### src/rtl/store_ctrl_pkg.sv
`default_nettype none
// ============================================================================
// Module  : store_ctrl_pkg
// Brief   : Shared types and helpers for the store admission controller.
// Revision: 1.0 - initial release
// ============================================================================
package store_ctrl_pkg;

    typedef enum logic [1:0] {
        IDLE  = 2'd0,
        DRAIN = 2'd1,
        DONE  = 2'd2
    } store_fence_state_e;

    // Bits needed to hold 0..max_val inclusive.
    function automatic int cnt_width(input int max_val);
        return (max_val < 1) ? 1 : $clog2(max_val + 1);
    endfunction

endpackage
`default_nettype wire

### src/rtl/updown_sat_counter.sv
`default_nettype none
// ============================================================================
// Module  : updown_sat_counter
// Brief   : Up/down counter saturating at 0 and MAX_VAL with limit strobes.
// Revision: 1.0 - initial release
// ============================================================================
module updown_sat_counter
    import store_ctrl_pkg::*;
#(
    parameter int MAX_VAL = 7,
    parameter int WIDTH   = cnt_width(MAX_VAL)
) (
    input  logic             clk_i,
    input  logic             rst_i,
    input  logic             i_clr,
    input  logic             i_inc,
    input  logic             i_dec,
    output logic [WIDTH-1:0] o_count,
    output logic             o_underflow,
    output logic             o_overflow
);

    localparam logic [WIDTH-1:0] c_MAX = WIDTH'(MAX_VAL);

    logic [WIDTH-1:0] r_count;
    logic             w_up;
    logic             w_down;

    // Simultaneous inc and dec cancel out and never hit a limit.
    assign w_up        = i_inc & ~i_dec & ~i_clr;
    assign w_down      = i_dec & ~i_inc & ~i_clr;
    assign o_overflow  = w_up & (r_count == c_MAX);
    assign o_underflow = w_down & (r_count == '0);

    always_ff @(posedge clk_i or posedge rst_i) begin
        if (rst_i) begin
            r_count <= '0;
        end else if (i_clr) begin
            r_count <= '0;
        end else if (w_up && !o_overflow) begin
            r_count <= r_count + WIDTH'(1);
        end else if (w_down && !o_underflow) begin
            r_count <= r_count - WIDTH'(1);
        end
    end

    assign o_count = r_count;

endmodule
`default_nettype wire

### src/rtl/store_outstanding_ctrl.sv
`default_nettype none
// ============================================================================
// Module  : store_outstanding_ctrl
// Brief   : Limits in-flight stores and sequences fence drains.
// Revision: 1.0 - initial release
// ============================================================================
module store_outstanding_ctrl
    import store_ctrl_pkg::*;
#(
    parameter int MAX_OUTSTANDING_STORES = 7,
    parameter int CNT_WIDTH              = cnt_width(MAX_OUTSTANDING_STORES),
    parameter int DRAIN_TIMEOUT          = 1024
) (
    input  logic                 clk_i,
    input  logic                 rst_i,
    input  logic                 flush_i,
    input  logic                 st_req_i,
    output logic                 st_gnt_o,
    input  logic                 st_ack_i,
    input  logic                 fence_req_i,
    input  logic                 wbuf_empty_i,
    output logic                 fence_done_o,
    output logic [CNT_WIDTH-1:0] outstanding_o,
    output logic                 full_o,
    output logic                 empty_o,
    output logic                 underflow_o,
    output logic                 timeout_o
);

    localparam logic [1:0] c_S_IDLE  = IDLE;
    localparam logic [1:0] c_S_DRAIN = DRAIN;
    localparam logic [1:0] c_S_DONE  = DONE;

    localparam int                   c_TMR_MAX  = (DRAIN_TIMEOUT > 0) ? DRAIN_TIMEOUT : 1;
    localparam int                   c_TMR_W    = cnt_width(c_TMR_MAX);
    localparam logic [c_TMR_W-1:0]   c_TMR_LAST = c_TMR_W'(c_TMR_MAX - 1);
    localparam logic                 c_TMR_EN   = (DRAIN_TIMEOUT > 0);
    localparam logic [CNT_WIDTH-1:0] c_CNT_MAX  = CNT_WIDTH'(MAX_OUTSTANDING_STORES);

    logic [1:0]           r_state;
    logic [1:0]           w_state_nxt;
    logic                 r_underflow;
    logic                 r_timeout;
    logic                 w_in_idle;
    logic                 w_in_drain;
    logic                 w_gnt;
    logic                 w_full;
    logic                 w_empty;
    logic [CNT_WIDTH-1:0] w_count;
    logic                 w_cnt_udf;
    logic                 w_cnt_ovf;
    logic [c_TMR_W-1:0]   w_tmr;
    logic                 w_tmr_udf;
    logic                 w_tmr_ovf;
    logic                 w_unused;

    assign w_in_idle  = (r_state == c_S_IDLE);
    assign w_in_drain = (r_state == c_S_DRAIN);
    assign w_full     = (w_count == c_CNT_MAX);
    assign w_empty    = (w_count == '0);

    // A pending fence outranks a store in the same cycle; acks never feed the grant.
    assign w_gnt = st_req_i & ~w_full & w_in_idle & ~fence_req_i;

    updown_sat_counter #(
        .MAX_VAL (MAX_OUTSTANDING_STORES),
        .WIDTH   (CNT_WIDTH)
    ) u_inflight (
        .clk_i       (clk_i),
        .rst_i       (rst_i),
        .i_clr       (1'b0),
        .i_inc       (w_gnt),
        .i_dec       (st_ack_i),
        .o_count     (w_count),
        .o_underflow (w_cnt_udf),
        .o_overflow  (w_cnt_ovf)
    );

    // Held at zero outside DRAIN, so each drain starts counting from zero.
    updown_sat_counter #(
        .MAX_VAL (c_TMR_MAX),
        .WIDTH   (c_TMR_W)
    ) u_drain_timer (
        .clk_i       (clk_i),
        .rst_i       (rst_i),
        .i_clr       (~w_in_drain),
        .i_inc       (w_in_drain),
        .i_dec       (1'b0),
        .o_count     (w_tmr),
        .o_underflow (w_tmr_udf),
        .o_overflow  (w_tmr_ovf)
    );

    assign w_unused = ^{w_tmr_udf, w_tmr_ovf};

    always_comb begin
        w_state_nxt = r_state;
        case (r_state)
            c_S_IDLE: begin
                if (fence_req_i && !flush_i) w_state_nxt = c_S_DRAIN;
            end
            c_S_DRAIN: begin
                if (flush_i)                      w_state_nxt = c_S_IDLE;
                else if (w_empty && wbuf_empty_i) w_state_nxt = c_S_DONE;
            end
            c_S_DONE: w_state_nxt = c_S_IDLE;
            default:  w_state_nxt = c_S_IDLE;
        endcase
    end

    always_ff @(posedge clk_i or posedge rst_i) begin
        if (rst_i) begin
            r_state     <= c_S_IDLE;
            r_underflow <= 1'b0;
            r_timeout   <= 1'b0;
        end else begin
            r_state     <= w_state_nxt;
            r_underflow <= r_underflow | w_cnt_udf;
            // Flag lands on the same edge the timer reaches the limit.
            r_timeout   <= r_timeout | (c_TMR_EN & w_in_drain & (w_tmr >= c_TMR_LAST));
        end
    end

    a_no_cnt_overflow: assert property (@(posedge clk_i) disable iff (rst_i) !w_cnt_ovf);

    assign st_gnt_o      = w_gnt;
    assign fence_done_o  = (r_state == c_S_DONE);
    assign outstanding_o = w_count;
    assign full_o        = w_full;
    assign empty_o       = w_empty;
    assign underflow_o   = r_underflow;
    assign timeout_o     = r_timeout;

endmodule
`default_nettype wire
### config.mk
export PLATFORM = sky130hd
export DESIGN_NAME = store_outstanding_ctrl
export DESIGN_NICKNAME = d
export VERILOG_FILES = /design/src/rtl/store_ctrl_pkg.sv /design/src/rtl/updown_sat_counter.sv /design/src/rtl/store_outstanding_ctrl.sv
export SDC_FILE = /design/constraint.sdc
export NUM_CORES = 1
export LEC_CHECK = 0
export ABC_AREA = 1
export BUFFER_PORTS_ARGS = -buffer_cell sky130_fd_sc_hd__buf_4
export CAP_MARGIN = 10
export CORE_ASPECT_RATIO = 0.6
export CORE_UTILIZATION = 59
export CTS_CLUSTER_SIZE = 10
export DETAILED_ROUTE_END_ITERATION = 10
export GPL_ROUTABILITY_DRIVEN = 1
export PLACE_DENSITY_LB_ADDON = 0.3
export SLEW_MARGIN = 5
export SYNTH_ARGS = -nofsm -noshare
export SYNTH_HDL_FRONTEND = slang
export SYNTH_HIERARCHICAL = 1
export SYNTH_SLANG_ARGS = --single-unit
### constraint.sdc
create_clock -name clk_i -period 3 [get_ports clk_i]
set_input_delay 0.45 -clock clk_i [delete_from_list [all_inputs] [get_ports clk_i]]
set_output_delay 0.45 -clock clk_i [all_outputs]
set_load 0.01 [all_outputs]
# Word-level counts from Yosys, hierarchy flattened
# Index checks and enable logic that the tools add are counted.
[totals]
ff_bits = 18
input_bits = 7
out_inout_bits = 9
wordCells = 52
[classes]
addsub = 3
magnitude_cmp = 1
eq_ne = 7
mux = 8
bitwise_logic = 15
reduce_logical = 13
[ops]
columns = ["op", "count"]
rows = [
  ["2-to-1 mux 11 bit", 2],
  ["adder 11 x 1 -> 11 bit (second input constant)", 1],
  ["== test 11 bit (second input constant)", 1],
  ["greater-or-equal comparator 11 x 10 -> 1 bit (second input constant)", 1],
  ["bitwise AND 1 bit", 9],
  ["2-to-1 mux 2 bit", 3],
  ["2-to-1 mux 3 bit", 2],
  ["logical AND 1 bit", 5],
  ["logical NOT 1 bit", 4],
  ["NOT 1 bit", 4],
  ["case mux 2 bit (2 select lines)", 1],
  ["adder 3 x 1 -> 3 bit (second input constant)", 1],
  ["== test 3 bit (second input constant)", 1],
  ["logical NOT 3 bit", 1],
  ["inequality test 3 bit (second input constant)", 1],
  ["subtractor 3 x 1 -> 3 bit (second input constant)", 1],
  ["== test 2 x 1 -> 1 bit (second input constant)", 1],
  ["== test 2 bit (second input constant)", 1],
  ["logical NOT 2 bit", 1],
  ["inequality test 2 x 1 -> 1 bit (second input constant)", 1],
  ["inequality test 2 bit (second input constant)", 1],
  ["bitwise OR 1 bit", 2],
  ["AND reduction 2 bit", 1],
  ["nonzero test 2 bit", 1],
]

# Longest topological paths before layout
[depth]
depth_word = 12
depth_mapped = 18
mapped_depth_nobuf = 18

# Modules after synthesis
# Netlist, hierarchy kept.
[modules_own_cells]
columns = ["mod", "n_inst", "cells_each", "area_each_um2", "seq_area_each_um2"]
rows = [
  ["updown_sat_counter at u_drain_timer", 1, 165, 1126.1, 275.3],
  ["updown_sat_counter at u_inflight", 1, 39, 272.8, 75.1],
  ["store_outstanding_ctrl", 1, 38, 261.5, 100.1],
]

# Worst setup path before layout
# No wires, ideal clock.
[synth_path]
path_kind = "reg-to-reg"
start = "register u_inflight.r_count[2] (netlist: u_inflight/o_count[2])"
end = "register u_inflight.r_count[1] (netlist: u_inflight/o_count[1])"
setup_ns = 0.083
arrival_time_ns = 2.121
required_ns = 2.917
setup_slack_ns = 0.796
stages_incl_launch_ff = 12
n_path_buf = 0
synth_period_minus_slack_ns = 2.204
path_cell_list = "dfrtp_1 -> and3_1 -> nand3b_1 -> nor2_1 -> inv_1 -> nor2_4 -> nand3_4 -> inv_1 -> fa_1 -> nor2_1 -> nand2_1 -> o21ai_0"
[synth_via]
elab_chain_cells = 11
[synth_rtl]
columns = ["item", "line", "source"]
rows = [
  ["start, declared", "updown_sat_counter.sv:25", "logic [WIDTH-1:0] r_count;"],
  ["start signal, assigned", "updown_sat_counter.sv:41", "r_count <= r_count + WIDTH'(1);"],
  ["start signal, assigned", "updown_sat_counter.sv:43", "r_count <= r_count - WIDTH'(1);"],
  ["== test 3 bit (*)", "store_outstanding_ctrl.sv:59", "assign w_full = (w_count == c_CNT_MAX);"],
  ["via full_o", "store_outstanding_ctrl.sv:24", "output logic full_o,"],
  ["NOT 1 bit (*)", "store_outstanding_ctrl.sv:63", "assign w_gnt = st_req_i & ~w_full & w_in_idle & ~fence_req_i;"],
  ["bitwise AND 1 bit (*) (3 in series)", "store_outstanding_ctrl.sv:63", ""],
  ["via st_gnt_o", "store_outstanding_ctrl.sv:18", "output logic st_gnt_o,"],
  ["NOT 1 bit", "updown_sat_counter.sv:31", "assign w_down = i_dec & ~i_inc & ~i_clr;"],
  ["bitwise AND 1 bit", "updown_sat_counter.sv:31", ""],
  ["bitwise AND 1 bit", "updown_sat_counter.sv:33", "assign o_underflow = w_down & (r_count == '0);"],
  ["logical NOT 1 bit", "updown_sat_counter.sv:42", "end else if (w_down && !o_underflow) begin"],
  ["logical AND 1 bit", "updown_sat_counter.sv:42", ""],
  ["nonzero test 2 bit (no line)", "n/a", ""],
]
# The timed path passes the listed nets; every way through them passes the cells marked *.
# A chain may end at the register's enable or synchronous reset.

# Worst setup path in the final report
[layout_path]
start = "register r_state[1]"
end = "register u_drain_timer.r_count[9] (netlist: u_drain_timer/o_count[9])"
[layout_via]
elab_chain_cells = 5
[layout_rtl]
columns = ["item", "line", "source"]
rows = [
  ["start, declared", "store_outstanding_ctrl.sv:40", "logic [1:0] r_state;"],
  ["start signal, assigned", "store_outstanding_ctrl.sv:113", "r_state <= c_S_IDLE;"],
  ["start signal, assigned", "store_outstanding_ctrl.sv:117", "r_state <= w_state_nxt;"],
  ["== test 2 x 1 -> 1 bit (*)", "store_outstanding_ctrl.sv:58", "assign w_in_drain = (r_state == c_S_DRAIN);"],
  ["via w_in_drain", "store_outstanding_ctrl.sv:45", "logic w_in_drain;"],
  ["bitwise AND 1 bit", "updown_sat_counter.sv:32", "assign o_overflow = w_up & (r_count == c_MAX);"],
  ["logical NOT 1 bit", "updown_sat_counter.sv:40", "end else if (w_up && !o_overflow) begin"],
  ["logical AND 1 bit", "updown_sat_counter.sv:40", ""],
  ["inequality test 2 bit (no line)", "n/a", ""],
  ["end signal, assigned", "updown_sat_counter.sv:41", ""],
  ["end signal, assigned", "updown_sat_counter.sv:43", ""],
  ["end, declared", "updown_sat_counter.sv:25", ""],
]
# Marked as above.

==> summary.txt <==
Run status
  – Outcome: finished, final reports clean

Synth
  – Yosys warnings: 6
  – Syn Area/Cell: 6.89 um2
  – Mapped cell area: 1650 um2
  – Syn Inst Count: 239

Cells and area
  – Fraction of layout cells with a size suffix above 1: 19.2%
  – Nets: 281
  – Layout area overhead: 12.8%
  – Most common cell after layout, fill and taps aside: nand2_1
  – Inserted Diodes: 0
  – Commonest non-fill, non-tap cells in the layout: nand2_1 (81), inv_1 (29), nor2_1 (24), dfrtp_1 (18)
  – # fillers: 221

Clock network
  – H-tree Lvls: 1
  – Clock transition at the registers of the reported paths: 0.08 ns
  – Post-CTS setup buffers: 0
  – Clk_lat worst skew: 0.26 ns
  – Clock Path Buffers: 2
  – Clk sinks: 18
  – TritonCTS clock tree: built
  – Inserted Clock Buffers: 3
  – CTS Hold Bufs: 0
  – Clock root cell: clkbuf_8
  – Post-CTS sizing: 0

Floorplanning
  – Die Width: 70.2 um
  – Initial Util: 63.9%
  – Core Area: 2570 um2
  – Number of I/O pins: 16
  – Core Rows: 14
  – Die Ht: 42.9 um
  – Die Area: 3010 um2

Critical path
  – Kind of critical path: reg -> reg
  – Worst setup SP type: flop
  – Worst setup EP type: flop
  – Worst path required time: 3.20 ns
  – Critical Path AT: 2.63 ns
  – Slowest cell on the critical path: dfrtp_1
  – Max incr delay on CP: 0.43 ns
  – Critical path cell sequence: nor2_4, inv_2, inv_2, nand3_2, inv_2, nand2_4, ha_1, a21oi_1, inv_1, o21ai_0, nand3_1, nand2_1, nand3_2, nand2_1
  – Most frequent CP cell: inv_2
  – Crit Path Max Fanout: 13

STA
  – Sum Neg Setup Slack: 0 ns
  – Final Max Slew Viols: 0
  – Final setup violation count: 0
  – Minimum clock period: 2.42 ns
  – Max Clock Freq: 0.413 GHz
  – Setup Skew: 0.0126 ns
  – Final Hold Viols: 0
  – RSZ-0062 raised after global routing: no
  – Final period utilization: 80.8%

Route
  – Post-route ant nets: 0
  – Starting DRT DRC Count: 125
  – Pre-Repair DR Iteration Count: 4
  – Via density: 5.19
  – Residual DRC: 0
  – Routed WL: 3750 um
  – Wirelength per Cell: 12.8 um
  – Via Count: 1,522

Global routing
  – Wire length of the first global-routing pass: 6200 um
  – Largest net degree at the start of global routing: 14
  – Grt ovf: 0
  – Initial antenna violation count: 0
  – Vias in the first global route: 1,326
  – Gr usage total: 26.9%

Min path
  – Hold Path Class: in -> async

Placed design
  – Routability Congestion: 0.975
  – DP Wirelength: 2990 um
  – # port buffers: 15

Job
  – MaxCap Viol Count: 0
per-layer routing:
metal  global-route usage [%]  vias to the layer above  wire, um  share of wire (%)
met5                        0                        -         0                  0
met4                     5.20                        0        37               0.99
met3                     7.84                        6       270                7.2
met2                     34.0                       51      1440                 38
met1                     43.6                      671      2000                 53
li1                         -                      794         -                  -
final cells by class:
type                    instances  area (um2)  share of cell area, %
flip-flops and latches         18         450                   24.2
repair buffers                 15         113                   6.06
multi-input cells             189        1070                   57.4
clock buffers                   4        55.1                   2.96
inverters                      35         133                   7.14
well taps                      32        40.0                   2.15
worst max-delay path: cells and delay by family (launching register included):
kind | cells | cell delay (ns)
flops | 1 | 0.43
compound gates | 2 | 0.50
simple gates | 7 | 0.77
buf+inv | 4 | 0.32
fa+ha+maj | 1 | 0.36
final timing paths:
check                            from                       end  slack [ns]  cells past startpoint
max                        r_state[1]  u_drain_timer/o_count[9]        0.58                     14
min                             rst_i     u_inflight/o_count[2]        0.08                      2
max reg2reg                r_state[1]  u_drain_timer/o_count[9]        0.58                     14
min reg2reg                 timeout_o                 timeout_o        0.47                      2
max in group asynchronous       rst_i  u_drain_timer/o_count[7]        2.46                      2
min in group clk_i            flush_i                r_state[1]        0.45                      4
flip-flops by register name, indices dropped and copies added (netlist names):
register	cells
r_state	2
timeout_o	1
u_drain_timer/o_count	11
u_inflight/o_count	3
underflow_o	1
through the flow:
| stage | cells | hold slack [ns] | setup slack (ns) | cell area [um2] | utilization, % |
|---|---|---|---|---|---|
| 2_1_floorplan | 243 | 0.204 | 0.798 | 1660 | - |
| 3_3_place_gp | 289 | 0.346 | 0.647 | 1800 | 70.0 |
| 3_5_place_dp | 289 | 0.344 | 0.643 | 1800 | 70.0 |
| 4_1_cts | 293 | 0.0771 | 0.608 | 1860 | 72.2 |
| 5_1_grt | 293 | 0.0862 | 0.331 | 1860 | 72.2 |
| 6_report | 293 | 0.0768 | 0.577 | 1860 | 72.2 |
Power is left out: the tool's default activity adds up to more than one toggle a clock period on the data nets, which glitch-free logic cannot reach.
